==> src/rtl/led_ring_if.sv <==
// led_ring_if: step/auto/load controls and ring outputs; master drives controls, slave is the sequencer
interface led_ring_if;
  logic step_valid;
  logic step_dir;
  logic step_ready;
  logic auto_en;
  logic auto_dir;
  logic load_valid;
  logic [2:0] load_pos;
  logic [2:0] pos;
  logic [11:0] led;
  logic step_done;
  logic busy;
  modport master (
    output step_valid, step_dir, auto_en, auto_dir, load_valid, load_pos,
    input  step_ready, pos, led, step_done, busy
  );
  modport slave (
    input  step_valid, step_dir, auto_en, auto_dir, load_valid, load_pos,
    output step_ready, pos, led, step_done, busy
  );
endinterface

==> src/rtl/led_ring_sequencer.sv <==
// led_ring_sequencer: 8-position LED ring controller (load/step/auto moves, dwell, 3x4 LED decode; clk, rst, bus slave; load path under LED_SEQ_LOAD_EN)
module led_ring_sequencer #(
  parameter int DWELL = 2,
  parameter int AUTO_PERIOD = 8
) (
  input  logic clk,
  input  logic rst,
  led_ring_if.slave bus
);
  typedef enum logic {IDLE, DWELL_ST} state_t;
  state_t state, state_n;
  logic [2:0] pos, pos_n, load_pos_i;
  logic [7:0] cnt, cnt_n;
  logic [15:0] auto_cnt, auto_cnt_n;
  logic auto_pend, auto_pend_n;
  logic step_done;
  logic load_act, step_ready, step_acc, auto_mv, tick, move;
`ifdef LED_SEQ_LOAD_EN
  assign load_act = bus.load_valid;
  assign load_pos_i = bus.load_pos;
`else
  logic unused_load;
  assign load_act = 1'b0;
  assign load_pos_i = 3'd0;
  assign unused_load = ^{bus.load_valid, bus.load_pos};
`endif
  always_ff @(posedge clk) begin
    if (rst) begin
      state <= IDLE;
      pos <= 3'd0;
      cnt <= 8'd0;
      auto_cnt <= 16'd0;
      auto_pend <= 1'b0;
      step_done <= 1'b0;
    end else begin
      state <= state_n;
      pos <= pos_n;
      cnt <= cnt_n;
      auto_cnt <= auto_cnt_n;
      auto_pend <= auto_pend_n;
      step_done <= move;
    end
  end
  always_comb begin
    step_acc = bus.step_valid && step_ready;
    auto_mv = state == IDLE && !load_act && !step_acc && auto_pend;
    move = load_act || step_acc || auto_mv;
    tick = bus.auto_en && auto_cnt == 16'(AUTO_PERIOD - 1);
    pos_n = load_act ? load_pos_i :
            step_acc ? pos + (bus.step_dir ? 3'd1 : 3'd7) :
            auto_mv  ? pos + (bus.auto_dir ? 3'd1 : 3'd7) : pos;
    state_n = move ? DWELL_ST : (state == DWELL_ST && cnt == 8'd0) ? IDLE : state;
    cnt_n = move ? 8'(DWELL - 1) : (cnt != 8'd0) ? cnt - 8'd1 : cnt;
    auto_cnt_n = !bus.auto_en ? 16'd0 : tick ? 16'd0 : auto_cnt + 16'd1;
    // a tick landing while a tick is already pending is dropped, so consumption wins
    auto_pend_n = !bus.auto_en ? 1'b0 : (load_act || auto_mv) ? 1'b0 : tick ? 1'b1 : auto_pend;
  end
  always_comb begin
    step_ready = state == IDLE && !load_act;
    bus.step_ready = step_ready;
    bus.busy = state == DWELL_ST;
    bus.pos = pos;
    bus.step_done = step_done;
    // lower half lights rows 0-1 at column pos, upper half rows 1-2 at column 7-pos
    bus.led = pos[2] ? 12'h110 << (3'd7 - pos) : 12'h011 << pos;
  end
endmodule
==> src/flat_wrapper.sv <==
// flat-port wrapper written by rule: the top's interface ports become plain ports
module led_ring_sequencer_flat 
#(
  parameter int DWELL = 2,
  parameter int AUTO_PERIOD = 8
)
  (clk, rst, bus_step_valid, bus_step_dir, bus_auto_en, bus_auto_dir, bus_load_valid, bus_load_pos, bus_step_ready, bus_pos, bus_led, bus_step_done, bus_busy);
  led_ring_if bus_i ();
  input  logic clk;
  input  logic rst;
  input wire logic [$bits(bus_i.step_valid)-1:0] bus_step_valid;
  input wire logic [$bits(bus_i.step_dir)-1:0] bus_step_dir;
  input wire logic [$bits(bus_i.auto_en)-1:0] bus_auto_en;
  input wire logic [$bits(bus_i.auto_dir)-1:0] bus_auto_dir;
  input wire logic [$bits(bus_i.load_valid)-1:0] bus_load_valid;
  input wire logic [$bits(bus_i.load_pos)-1:0] bus_load_pos;
  output wire logic [$bits(bus_i.step_ready)-1:0] bus_step_ready;
  output wire logic [$bits(bus_i.pos)-1:0] bus_pos;
  output wire logic [$bits(bus_i.led)-1:0] bus_led;
  output wire logic [$bits(bus_i.step_done)-1:0] bus_step_done;
  output wire logic [$bits(bus_i.busy)-1:0] bus_busy;
  assign bus_i.step_valid = bus_step_valid;
  assign bus_i.step_dir = bus_step_dir;
  assign bus_i.auto_en = bus_auto_en;
  assign bus_i.auto_dir = bus_auto_dir;
  assign bus_i.load_valid = bus_load_valid;
  assign bus_i.load_pos = bus_load_pos;
  assign bus_step_ready = bus_i.step_ready;
  assign bus_pos = bus_i.pos;
  assign bus_led = bus_i.led;
  assign bus_step_done = bus_i.step_done;
  assign bus_busy = bus_i.busy;
  led_ring_sequencer #(.DWELL(DWELL), .AUTO_PERIOD(AUTO_PERIOD)) u_core (.clk(clk), .rst(rst), .bus(bus_i));
endmodule
==> config.mk <==
export PLATFORM = sky130hd
export DESIGN_NAME = led_ring_sequencer_flat
export DESIGN_NICKNAME = d
export VERILOG_FILES = /design/src/rtl/led_ring_if.sv /design/src/rtl/led_ring_sequencer.sv /design/src/flat_wrapper.sv
export SDC_FILE = /design/constraint.sdc
export NUM_CORES = 1
export LEC_CHECK = 0
export CORE_ASPECT_RATIO = 1.4
export CORE_UTILIZATION = 34
export CTS_CLUSTER_DIAMETER = 60
export DETAILED_ROUTE_END_ITERATION = 16
export RECOVER_POWER = 25
export SLEW_MARGIN = 40
export SYNTH_ARGS = -nofsm -noshare
export SYNTH_HDL_FRONTEND = slang
export SYNTH_SLANG_ARGS = --single-unit
==> constraint.sdc <==
create_clock -name clk -period 1.55 [get_ports clk]
set_clock_uncertainty 0.1 [all_clocks]
set_input_delay 0.31 -clock clk [delete_from_list [all_inputs] [get_ports clk]]
set_output_delay 0.31 -clock clk [all_outputs]
set_load 0.03 [all_outputs]
==> qor.txt <==
min cycle time layout -> 1.754 ns
hold buffer count at CTS -> 0
Fmax -> 570.1 MHz
Avg Synthesized Cell Area -> 8.751 sq um
CP max stage delay -> 0.36 ns
cell family with most CP delay -> flip-flops
Async SR Flop Fraction -> 0%
total congestion overflow -> 0
GRT Util Overall -> 16.61%
DP HPWL -> 2.801 mm
first-pass GRT wire length -> 5.885 mm
number of distinct library cells after synthesis -> 40
layout cells sized above 1 -> 51.71%
root buffer cell -> clkbuf_8
Worst Setup Path Type -> flop to flop
WP buf/inv -> 1
Slew Viols, Final -> 0
clock transition at the registers of the reported paths -> 0.06 ns
CTS Buf Count -> 5
Seq cells post-synth -> 30
violated checks -> DRC, setup timing
Area contributors post-synth -> dfxtp_1 (41%), nor2_1 (8.2%), xor2_1 (6.6%)
clock buffer depth -> 2
Die Area -> 4595 sq um
Vert. Die Dim -> 79.81 um
unrepaired setup endpoints after global routing -> yes
initial core utilization -> 36.57%
final setup vio count -> 25
1st-pass router iterations -> 10
Total Wirelength -> 3.709 mm
clk sinks -> 30
arrival time worst endpoint -> 1.86 ns
crit path max fanout -> 3
Finished Layout Cells -> 277
area grow syn2layout -> 66.21%
top-area cell type share of the netlist area -> 40.85%
fin crit share -> 113.2%
Worst Slack Setup Final -> -0.2042 ns
final hold violations -> 0
largest net degree at the start of global routing -> 11
IO Pins -> 28
post-synth top area cell -> dfxtp_1
number of cells after detailed placement -> 262
Port Buffers -> 23
register area -> 626.9 sq um
routability cong. -> 0.8690
Critical Path Slowest Stage Cell -> dfxtp_4
clk_lat worst skew -> 0.28 ns
most frequent cell after synthesis -> nor2_1
routed length per instance -> 13.39 um
post-layout util -> 60.78%
Worst slew margin -> 74.49%
Filler cells -> 335
crit path launch type -> flop
drt via density -> 5.141
standard-cell row count -> 27
DR vias -> 1,424
Final Hold Slack -> 0.3951 ns
Multi-input gate area -> 1033 sq um
Lkg Pwr -> 0.9600 nW
fin nets -> 246
Post-Syn Nets -> 181
worst slew pin tran -> 0.3818 ns
most common library cells after synthesis -> nor2_1 (32), dfxtp_1 (30), xor2_1 (11), xnor2_1 (10), nand2_1 (8)
Synth Instances -> 168
Die Span X -> 57.58 um
Post-synth EDFFs -> 0
DRC -> 7
run status -> complete, but fails checks
Power Total -> 3.274 mW
CTS tree -> yes
worst path cell trace -> clkinvlp_4 > a21boi_2 > a31oi_1 > fa_2 > xnor2_2 > or3_1 > a21oi_1
Antenna Cells -> 0
WP data required -> 1.66 ns
CP Capture Type -> flop
initial antenna violation count -> 0
vias in the first global route -> 1,413
maximum vdd drop -> 0.0005883 V
CTS HTree Levels -> 2
Ys Warns -> 0
mapped cell area -> 1470 sq um
post-route ant nets -> 0
Hold Path Class -> flop to flop
max cap viols -> 0
core footprint -> 4020 sq um
power per standard cell area -> 1340 nW/um^2
sequential area share after synthesis -> 40.85%
initial DRC count -> 31
Synth Flop Type -> dfxtp_1
-- worst paths after layout --
| path | startpoint | endpoint | slack, ns | cells past startpoint |
|---|---|---|---|---|
| worst max-delay path | u_core.bus.busy$_SDFFE_PP0P_ | u_core.bus.pos[2]$_SDFFE_PP0P_ | -0.20 | 7 |
| worst min-delay path | u_core.auto_pend$_SDFFE_PP0P_ | u_core.auto_pend$_SDFFE_PP0P_ | 0.40 | 1 |
| worst max register to register | u_core.bus.busy$_SDFFE_PP0P_ | u_core.bus.pos[2]$_SDFFE_PP0P_ | -0.20 | 7 |
| worst min register to register | u_core.auto_pend$_SDFFE_PP0P_ | u_core.auto_pend$_SDFFE_PP0P_ | 0.40 | 1 |
-- sequential cells by signal, indices dropped and copies added, names as in the netlist --
register,count
u_core.bus.pos,3
u_core.auto_cnt,16
u_core.auto_pend,1
u_core.bus.busy,1
u_core.bus.step_done,1
u_core.cnt,8
-- layer usage --
layer  vias up  wire length [um]  GRT usage (%)
met3        13               184          4.376
met4         0               110          8.293
met1       663              1269          15.14
met2        44              2146          32.56
li1        704                 -              -
met5         -                 0              0
-- stage by stage --
stage / instance area, sq um / setup WS (ns) / setup TNS (ns)
after floorplan: 1583 / -0.3601 / -1.665
after global placement: 2024 / -0.5310 / -9.029
after detailed placement: 2024 / -0.5732 / -9.526
after CTS: 2240 / -0.2229 / -1.013
after global routing: 2444 / -0.2970 / -2.811
final: 2444 / -0.2042 / -1.589
-- worst register-to-register path: stages, from the launching register on --
cell	delay (ns)
dfxtp_4	0.36
clkinvlp_4	0.09
a21boi_2	0.13
a31oi_1	0.06
fa_2	0.37
xnor2_2	0.14
or3_1	0.31
a21oi_1	0.12
-- final cells by class --
| cell class | instances | area share (%) |
|---|---|---|
| multi-input cells | 123 | 42.29 |
| well taps | 43 | 2.202 |
| repair buffers | 66 | 24.17 |
| inverters | 7 | 1.229 |
| clock buffers | 5 | 2.816 |
| flip-flops and latches | 30 | 25.65 |
| clock inverters | 3 | 1.639 |
-- timing repair --
action / in CTS / in global routing
cloned: 0 / 1
resized for setup: 37 / 51
buffers inserted: 3 / 3
pin swaps: 2 / 12
setup endpoints to repair: 39 / 34
-- layout by cell type, fill, tap and decap left out, drive strengths merged, types with 2 or more instances in the layout --
cell type / instances
a2111oi: 2
a21oi: 6
and3: 4
and4: 2
buf: 57
clkbuf: 7
clkdlybuf4s50: 3
clkinv: 2
dfxtp: 30
dlygate4sd2: 4
ha: 2
inv: 6
nand2: 8
nand3: 6
nand3b: 2
nand4: 6
nor2: 32
nor3: 5
nor3b: 3
nor4: 3
o21ai: 2
or2: 5
or3: 3
xnor2: 10
xor2: 11
-- power by group --
group          switching, mW  total (mW)  internal, mW
combinational          0.739        1.49         0.754
clock                  0.300       0.773         0.472
sequential             0.110        1.01         0.898
total                   1.15        3.27          2.12
-- logic make-up (layout without fill, tap and decap cells) --
family / count (synthesis) / after routing / synth area share (%)
xor+xnor: 21 / 21 / 12.51
fa+ha+maj: 3 / 3 / 3.064
compound gates: 14 / 14 / 6.129
buf+inv: 15 / 81 / 5.446
simple gates: 84 / 84 / 31.32
mux: 1 / 1 / 0.6809
flops: 30 / 30 / 40.85
No activity file was read; power rests on OpenSTA's default activity.
